**config.mk**
```make
export PLATFORM = sky130hd
export DESIGN_NAME = cordic_sched
export DESIGN_NICKNAME = d
export VERILOG_FILES = /design/src/rtl/cordic_sched.sv
export SDC_FILE = /design/constraint.sdc
export NUM_CORES = 1
export LEC_CHECK = 0
export CORE_MARGIN = 8
export CORE_UTILIZATION = 51
export CTS_BUF_LIST = sky130_fd_sc_hd__clkbuf_4 sky130_fd_sc_hd__clkbuf_8
export CTS_CLUSTER_DIAMETER = 50
export CTS_CLUSTER_SIZE = 40
export DETAILED_ROUTE_END_ITERATION = 10
export PLACE_DENSITY = 0.83
export SLEW_MARGIN = 20
export SYNTH_ARGS = -nofsm -noshare
export SYNTH_HDL_FRONTEND = slang
export SYNTH_SLANG_ARGS = --single-unit
```
**constraint.sdc**
```tcl
create_clock -name i_clk -period 5.3 [get_ports i_clk]
set_clock_uncertainty 0.15 [all_clocks]
set_input_delay 0.53 -clock i_clk [delete_from_list [all_inputs] [get_ports i_clk]]
set_output_delay 0.53 -clock i_clk [all_outputs]
set_load 0.01 [all_outputs]
```
**src/rtl/cordic_sched.sv**
```systemverilog
// cordic_sched
//   Shares one pipelined cordic core between NUM_REQ requesters.
//   A round-robin arbiter picks one valid requester per cycle (while fewer
//   than MAX_OUT results are outstanding) and issues its word to the cordic
//   one cycle later. The requester index travels through a tag FIFO in issue
//   order. Each cordic result is paired with its tag in a show-ahead result
//   FIFO until the consumer takes it.
//
// Ports
//   i_clk, i_rst_n            clock, asynchronous active-low reset
//   i_req_vld/i_req_data      per-requester request valid and packed words
//   o_req_rdy                 one-hot (or zero) grant
//   o_cor_vld/o_cor_data      issue toward the cordic (registered)
//   i_cor_vld/i_cor_data      results from the cordic, in issue order
//   o_res_vld/o_res_data/o_res_tag/i_res_rdy   result stream with owner tag
//   o_credit_cnt              results issued but not yet consumed
//   o_err                     sticky: cordic result with no matching issue
module cordic_sched #(
    parameter int NUM_REQ     = 4,
    parameter int TOTAL_WIDTH = 49,
    parameter int MAX_OUT     = 8,
    parameter int TAG_W       = 2
) (
    input  logic                           i_clk,
    input  logic                           i_rst_n,
    input  logic [NUM_REQ-1:0]             i_req_vld,
    input  logic [NUM_REQ*TOTAL_WIDTH-1:0] i_req_data,
    output logic [NUM_REQ-1:0]             o_req_rdy,
    output logic                           o_cor_vld,
    output logic [TOTAL_WIDTH-1:0]         o_cor_data,
    input  logic                           i_cor_vld,
    input  logic [TOTAL_WIDTH-1:0]         i_cor_data,
    output logic                           o_res_vld,
    output logic [TOTAL_WIDTH-1:0]         o_res_data,
    output logic [TAG_W-1:0]               o_res_tag,
    input  logic                           i_res_rdy,
    output logic [$clog2(MAX_OUT):0]       o_credit_cnt,
    output logic                           o_err
);

    localparam int AW = $clog2(MAX_OUT);
    localparam int CW = AW + 1;
    localparam int RW = TAG_W + TOTAL_WIDTH;
    localparam logic [AW:0] PTR_ONE = (AW+1)'(1);

    // Unpack the request bus into one word per requester
    logic [TOTAL_WIDTH-1:0] req_word [NUM_REQ];

    genvar gi;
    generate
        for (gi = 0; gi < NUM_REQ; gi++) begin : g_slice
            assign req_word[gi] = i_req_data[gi*TOTAL_WIDTH +: TOTAL_WIDTH];
        end
    endgenerate

    logic [TAG_W-1:0]       ptr_q, ptr_d;
    logic [CW-1:0]          credit_q, credit_d;
    logic                   cor_vld_q;
    logic [TOTAL_WIDTH-1:0] cor_data_q;
    logic                   err_q;

    logic [NUM_REQ-1:0]     gnt;
    logic [TAG_W-1:0]       gnt_idx;
    logic [TOTAL_WIDTH-1:0] gnt_data;
    logic                   gnt_found;
    int                     cand;

    // Round-robin search starting at ptr_q (one past the last grant).
    // No grant at all once MAX_OUT results are outstanding.
    always_comb begin
        gnt       = '0;
        gnt_idx   = '0;
        gnt_data  = '0;
        gnt_found = 1'b0;
        cand      = 0;
        if (credit_q < CW'(MAX_OUT)) begin
            for (int i = 0; i < NUM_REQ; i++) begin
                cand = int'(ptr_q) + i;
                if (cand >= NUM_REQ) cand = cand - NUM_REQ;
                if (!gnt_found && i_req_vld[cand]) begin
                    gnt_found = 1'b1;
                    gnt[cand] = 1'b1;
                    gnt_idx   = TAG_W'(cand);
                    gnt_data  = req_word[cand];
                end
            end
        end
    end

    logic accept;
    assign accept    = gnt_found;
    assign o_req_rdy = gnt;

    // Pointer moves only on an accepted transfer
    always_comb begin
        ptr_d = ptr_q;
        if (accept) begin
            ptr_d = (gnt_idx == TAG_W'(NUM_REQ-1)) ? '0 : gnt_idx + TAG_W'(1);
        end
    end

    // Tag FIFO: requester index per issued word, in issue order
    logic [TAG_W-1:0] tag_mem [MAX_OUT];
    logic [AW:0]      tag_wr_q, tag_rd_q;
    logic             tag_empty, tag_pop;
    logic [TAG_W-1:0] tag_head;

    assign tag_empty = (tag_wr_q == tag_rd_q);
    assign tag_pop   = i_cor_vld && !tag_empty;
    assign tag_head  = tag_mem[tag_rd_q[AW-1:0]];

    // Result FIFO: {tag, cordic word}, show-ahead head
    logic [RW-1:0] res_mem [MAX_OUT];
    logic [AW:0]   res_wr_q, res_rd_q;
    logic          res_empty, res_pop;
    logic [RW-1:0] res_head;

    assign res_empty = (res_wr_q == res_rd_q);
    assign res_pop   = !res_empty && i_res_rdy;
    assign res_head  = res_mem[res_rd_q[AW-1:0]];

    // Credit: +1 per accept, -1 per consumed result
    always_comb begin
        credit_d = credit_q;
        if (accept && !res_pop)      credit_d = credit_q + CW'(1);
        else if (!accept && res_pop) credit_d = credit_q - CW'(1);
    end

    // Storage arrays carry no reset; only the pointers define contents
    always_ff @(posedge i_clk) begin
        if (accept)  tag_mem[tag_wr_q[AW-1:0]] <= gnt_idx;
        if (tag_pop) res_mem[res_wr_q[AW-1:0]] <= {tag_head, i_cor_data};
    end

    always_ff @(posedge i_clk or negedge i_rst_n) begin
        if (!i_rst_n) begin
            ptr_q      <= '0;
            credit_q   <= '0;
            cor_vld_q  <= 1'b0;
            cor_data_q <= '0;
            err_q      <= 1'b0;
            tag_wr_q   <= '0;
            tag_rd_q   <= '0;
            res_wr_q   <= '0;
            res_rd_q   <= '0;
        end else begin
            ptr_q     <= ptr_d;
            credit_q  <= credit_d;
            cor_vld_q <= accept;
            if (accept) cor_data_q <= gnt_data;
            // A result with no outstanding tag is dropped and flagged
            if (i_cor_vld && tag_empty) err_q <= 1'b1;
            if (accept)  tag_wr_q <= tag_wr_q + PTR_ONE;
            if (tag_pop) begin
                tag_rd_q <= tag_rd_q + PTR_ONE;
                res_wr_q <= res_wr_q + PTR_ONE;
            end
            if (res_pop) res_rd_q <= res_rd_q + PTR_ONE;
        end
    end

    assign o_cor_vld    = cor_vld_q;
    assign o_cor_data   = cor_data_q;
    assign o_res_vld    = !res_empty;
    assign o_res_data   = res_head[TOTAL_WIDTH-1:0];
    assign o_res_tag    = res_head[RW-1:TOTAL_WIDTH];
    assign o_credit_cnt = credit_q;
    assign o_err        = err_q;

endmodule
```
== Word level (Yosys, flattened, before mapping) ==
Memories as Yosys holds them, arrays and structs flattened.
Cells that the tools add are included.

* Register bits after elaboration: 73
* Bits in writable memories: 424
* Input port bits: 253
* Logic and storage cells: 145
* Memories kept: 2

* $add $sub $neg: 14
* $lt $le $gt $ge: 17
* Equality and inequality tests: 3
* Mux-type cells: 73
* Bitwise logic cells: 7
* Reductions and logical operators: 20

{| class="wikitable"
|+ Memories
! memory !! depth !! bits a word !! read ports !! clocked after memory_dff !! wr ports !! line !! RTL
|-
| res_mem || 8 || 51 || 1 || 0 || 1 || 113 || <nowiki>logic [RW-1:0] res_mem [MAX_OUT];</nowiki>
|-
| tag_mem || 8 || 2 || 1 || 0 || 1 || 103 || <nowiki>logic [TAG_W-1:0] tag_mem [MAX_OUT];</nowiki>
|}

{| class="wikitable"
|+ Operators with widths
! cell !! count
|-
| two-way mux 49 bit || 13
|-
| binary-select mux 49 bit (select 2 bit) || 4
|-
| two-way mux 32 bit || 8
|-
| greater-or-equal comparator 32 x 1 -> 1 bit, second input constant || 4
|-
| greater-or-equal comparator 32 x 3 -> 1 bit, second input constant || 4
|-
| less-than comparator 32 x 4 -> 1 bit, second input constant || 4
|-
| NOT 32 bit || 4
|-
| two-way mux 4 bit || 10
|-
| two-way mux 1 bit || 24
|-
| adder 4 x 1 -> 4 bit, second input constant || 5
|-
| logical AND 1 bit || 12
|-
| two-way mux 2 bit || 6
|-
| OR 4 bit || 3
|-
| subtractor 3 x 3 -> 4 bit, second input constant || 3
|-
| greater-or-equal comparator 3 bit, second input constant || 3
|-
| binary-select mux 1 bit (select 2 bit) || 4
|-
| demux 1 bit (select 2 bit) || 4
|-
| equality test 4 bit || 2
|-
| zero test 1 bit || 7
|-
| adder 2 x 2 -> 3 bit, second input constant || 2
|-
| less-than comparator 4 bit, second input constant || 1
|-
| subtractor 2 x 3 -> 4 bit, second input constant || 1
|-
| subtractor 4 x 1 -> 4 bit, second input constant || 1
|-
| adder 2 x 1 -> 3 bit, second input constant || 1
|-
| 4 further kinds || 4
|}

== Longest topological paths before layout ==
* Depth after elaboration: 24
* Mapped depth: 16
* Gate-level depth less buffers: 11

== Least setup slack after synthesis ==
OpenSTA, ideal clock, no wires.

* Path kind: register to register
* Start point: register tag_wr_q[0]
* End point: memory res_mem[0][0] (netlist bit) (enable)
* Setup time: 0.523 ns
* Arrival: 4.746 ns
* Slack: -0.118 ns
* Cell stages (with the launch flop): 8
* Period minus slack after synthesis: 5.418 ns
* Cells stage by stage: dfrtp_1 > clkbuf_1 > xnor2_1 > nand4_1 > and2_1 > clkbuf_1 > nand2b_1 > nor3_1

* Cells in the longest elaborated chain, start to end: 5

{| class="wikitable"
|+ RTL lines
! what !! line !! RTL
|-
| start: declaration || 104 || <nowiki>logic [AW:0] tag_wr_q, tag_rd_q;</nowiki>
|-
| start signal: assignment || 153 || <nowiki>if (accept) tag_wr_q <= tag_wr_q + PTR_ONE;</nowiki>
|-
| equality test 4 bit || 108 || <nowiki>assign tag_empty = (tag_wr_q == tag_rd_q);</nowiki>
|-
| zero test 1 bit || 109 || <nowiki>assign tag_pop = i_cor_vld && !tag_empty;</nowiki>
|-
| logical AND 1 bit || 109 ||
|-
| two-way mux 1 bit || 132 || <nowiki>if (tag_pop) res_mem[res_wr_q[AW-1:0]] <= {tag_head, i_cor_data};</nowiki>
|-
| two-way mux 1 bit (implied by the code) || 132 ||
|-
| end: declaration || 113 ||
|}

No other way between the ends.

== Worst setup path in the final report ==
* Start point: register ptr_q[0]
* End point: output o_req_rdy[2]

* Cells in the longest elaborated chain, start to end: 20
* Elaborated cells on any way between the ends: 74
* Those cells by class: 7 x add/sub; 12 x order compare; 42 x mux; 3 x bitwise; 10 x reduce/logical

{| class="wikitable"
|+ RTL lines
! what !! line !! RTL
|-
| start: declaration || 56 || <nowiki>logic [TAG_W-1:0] ptr_q, ptr_d;</nowiki>
|-
| start signal: assignment || 147 || <nowiki>ptr_q <= ptr_d;</nowiki>
|-
| parallel branches: the longest is 18 deep, another holds greater-or-equal comparator 32 x 1 -> 1 bit || -- ||
|-
| two-way mux 4 bit * || 80 || <nowiki>if (!gnt_found && i_req_vld[cand]) begin</nowiki>
|-
| two-way mux 4 bit * || 76 || <nowiki>if (credit_q < CW'(MAX_OUT)) begin</nowiki>
|-
| end: declaration || 28 || <nowiki>output logic [NUM_REQ-1:0] o_req_rdy,</nowiki>
|}

Every way passes the cells marked *. The select of a mux whose other input is x is not followed.

==> run summary <==
Cells after synthesis: 1481
Crit path DAT: 4.16 ns
H-tree depth: 2
Max_slew headroom: 0.311
Initial DRC Count: 1226
# IOs: 364
Share of the synthesized area in the top cell type: 0.500
Initial antenna violation count: 16
First-pass GRT wire length: 97.7 mm
Mapped Avg Cell Area: 17.2 sq um
Hold buffer count at CTS: 1
Total power: 18.1 mW
Total gr overflow: 0
Hold Vio Cnt, Final: 0
Reg clk slew, reported paths: 0.07 ns
Drt first pass iters: 7
WP data required: 4.62 ns
Run status: completed
Worst Hold Class: in -> async
Yosys reg bits: 497
Synth-to-Final Area Change: 21.4%
Final Slew Violations: 0
Commonest non-fill, non-tap cell in the layout: edfxtp_1
Crit share post-route: 0.912
Initial Util: 0.512
Fin nets: 2058
Vias in the first global route: 16700
Sum Neg Setup Slack: 0 ns
Die width: 239 um
Clk buf depth: 3
Unrepaired setup endpoints after global routing: no
Max-cap viol count: 0
Netlist Area Pre-Place: 25400 sq um
CTS tree: yes
Mapped Nets: 1746
Post-CTS Setup Bufs: 0
PostCTS Resize Cnt: 0
Clock Latency Late Sink: 0.66 ns
GRT Total Usage: 0.220
Top post-synthesis cells by area: edfxtp_1 (50%), mux4_2 (27%), dfrtp_1 (7.2%)
Post-DR wirelength/cell: 25.4 um
Async SR Flop Fraction: 0.147
Filler Cell Count: 3497
Leak: 10.1 nW
Most frequent cells in the layout: edfxtp_1 (424), clkdlybuf4s50_1 (362), mux4_2 (305), a21oi_1 (150), nor2_1 (115)
Final ANT Viol Nets: 0
Fmax: 0.207 GHz
Critical path endpoint category: primary output
Post-synth EDFFs: 424
Total core area: 49700 sq um
Final critical path time including I/O delays and setup: 4.84 ns
Synth Warn #: 0
PD cells: 585 nW/um^2
Seq/Total Area, Yosys: 0.572
Cell taking the most area after synthesis: edfxtp_1
Critical path class: reg -> out
Largest net degree at the start of global routing: 141
Util after Layout: 0.622
GPL Wtd Cong: 0.873
Setup-failing EPs final: 0
Ys flop type: edfxtp_1
Max IR drop VDD: 0.000656 V
Sink Count: 497
Final WL: 63.9 mm
Post-Place Worst Slack: 1.02 ns
CP Max Fanout: 33
Std-Cell Rows: 82
Port bufs: 363
Die height: 239 um
Final setup margin: 0.464 ns
Layout cells sized above 1: 0.282
Post-synthesis cell type count: 44
Slew at the pin with the worst max-slew slack: 1.03 ns
Num CTS Buffers: 46
Post-DP HPWL: 41.5 mm
DR vias/cell: 6.33
Crit path launch type: register
Die area: 57300 sq um
Vias: 15900
DRC errors left: 0
Root Buffer: clkbuf_8
==> final cells by class <==
| type | instances | area [sq um] | area share |
|---|---|---|---|
| Timing Repair Buffer | 402 | 4010 | 0.130 |
| Antenna cell | 13 | 32.5 | 0.00105 |
| Inverter | 8 | 31.3 | 0.00101 |
| Sequential cell | 497 | 14600 | 0.472 |
| Tap cell | 672 | 841 | 0.0272 |
| Clock inverter | 38 | 428 | 0.0138 |
| Clock buffer | 48 | 654 | 0.0212 |
| Multi-Input combinational cell | 838 | 10300 | 0.334 |
==> synthesized netlist by cell type, types with 3 or more instances <==
cell      count
nor3b_1       3
mux2_2       58
xnor2_1      21
xor2_1        4
a21o_1        3
dfrtp_1      73
inv_1         8
a21oi_1     150
a22oi_1       4
a221oi_1     43
nor2_1      121
ha_1         11
edfxtp_1    424
mux4_2      305
o21ai_0       3
nand2b_1      4
nand2_1      68
nor3_1        4
buf_2        47
a221oi_2     10
buf_1         5
buf_4        11
nand4_1       3
clkbuf_1     72
==> worst max-delay path, stage by stage (launching register included) <==
cell	delay, ns
dfrtp_4	0.75
inv_1	0.20
ha_4	0.35
mux4_2	0.66
nor2b_4	0.52
a22oi_1	0.13
nor2_1	0.13
a221oi_1	0.06
nor2_1	0.17
clkdlybuf4s50_1	0.57
==> layer usage <==
layer / GRT usage / vias up / part of all wire
li1: - / 6809 / -
met1: 0.270 / 8194 / 0.37
met2: 0.377 / 800 / 0.51
met3: 0.0689 / 114 / 0.10
met4: 0.0605 / 6 / 0.022
met5: 0 / - / 0.00052
==> final timing paths <==
| path | start | end | slack [ns] | depth (start not counted) |
|---|---|---|---|---|
| setup / recovery | ptr_q[0] | o_req_rdy[2] | 0.46 | 9 |
| hold / removal | i_rst_n | o_cor_data[16] | 0.31 | 2 |
| setup reg to reg | ptr_q[0] | tag_mem[7][0] | 1.04 | 8 |
| hold reg to reg | o_err | o_err | 0.33 | 1 |
| max in group asynchronous | i_rst_n | ptr_q[0] | 3.64 | 3 |
| min in group i_clk | o_err | o_err | 0.33 | 1 |
==> stage by stage <==
stage | area (sq um) | hold WS [ns] | cells
after floorplan | 25500 | 0.0844 | 1481
after global placement | 29700 | 0.318 | 2414
after detailed placement | 29700 | 0.319 | 2414
after CTS | 30800 | 0.274 | 2501
after global routing | 30900 | 0.299 | 2508
final | 30900 | 0.306 | 2516
==> cells by family (layout without fill, tap and decap cells) <==
family | after synthesis | in the layout | synth area share
DFF | 497 | 497 | 0.572
xor gates and xnor gates | 25 | 25 | 0.00860
adders and majority gates | 12 | 12 | 0.00620
and+or+nand+nor | 216 | 216 | 0.0354
AOI/OAI and AO/OA | 221 | 221 | 0.0556
muxes | 364 | 364 | 0.296
buffers and inverters | 146 | 496 | 0.0261
other | 0 | 13 | 0
==> sequential cells by signal (all words and copies together), names as in the netlist <==
name and cells:
tag_mem 16, tag_wr_q 4, res_rd_q 4, tag_rd_q 4, o_cor_data 49, o_cor_vld 1
res_wr_q 4, res_mem 408, o_credit_cnt 4, o_err 1, ptr_q 2
==> report_power, final <==
| part | internal, mW | total (mW) | switching, mW |
|---|---|---|---|
| clock | 1.02 | 2.56 | 1.54 |
| sequential | 5.18 | 5.88 | 0.706 |
| combinational | 5.12 | 9.65 | 4.53 |
| total | 11.3 | 18.1 | 6.77 |
Power figures use the tool's default switching activity.
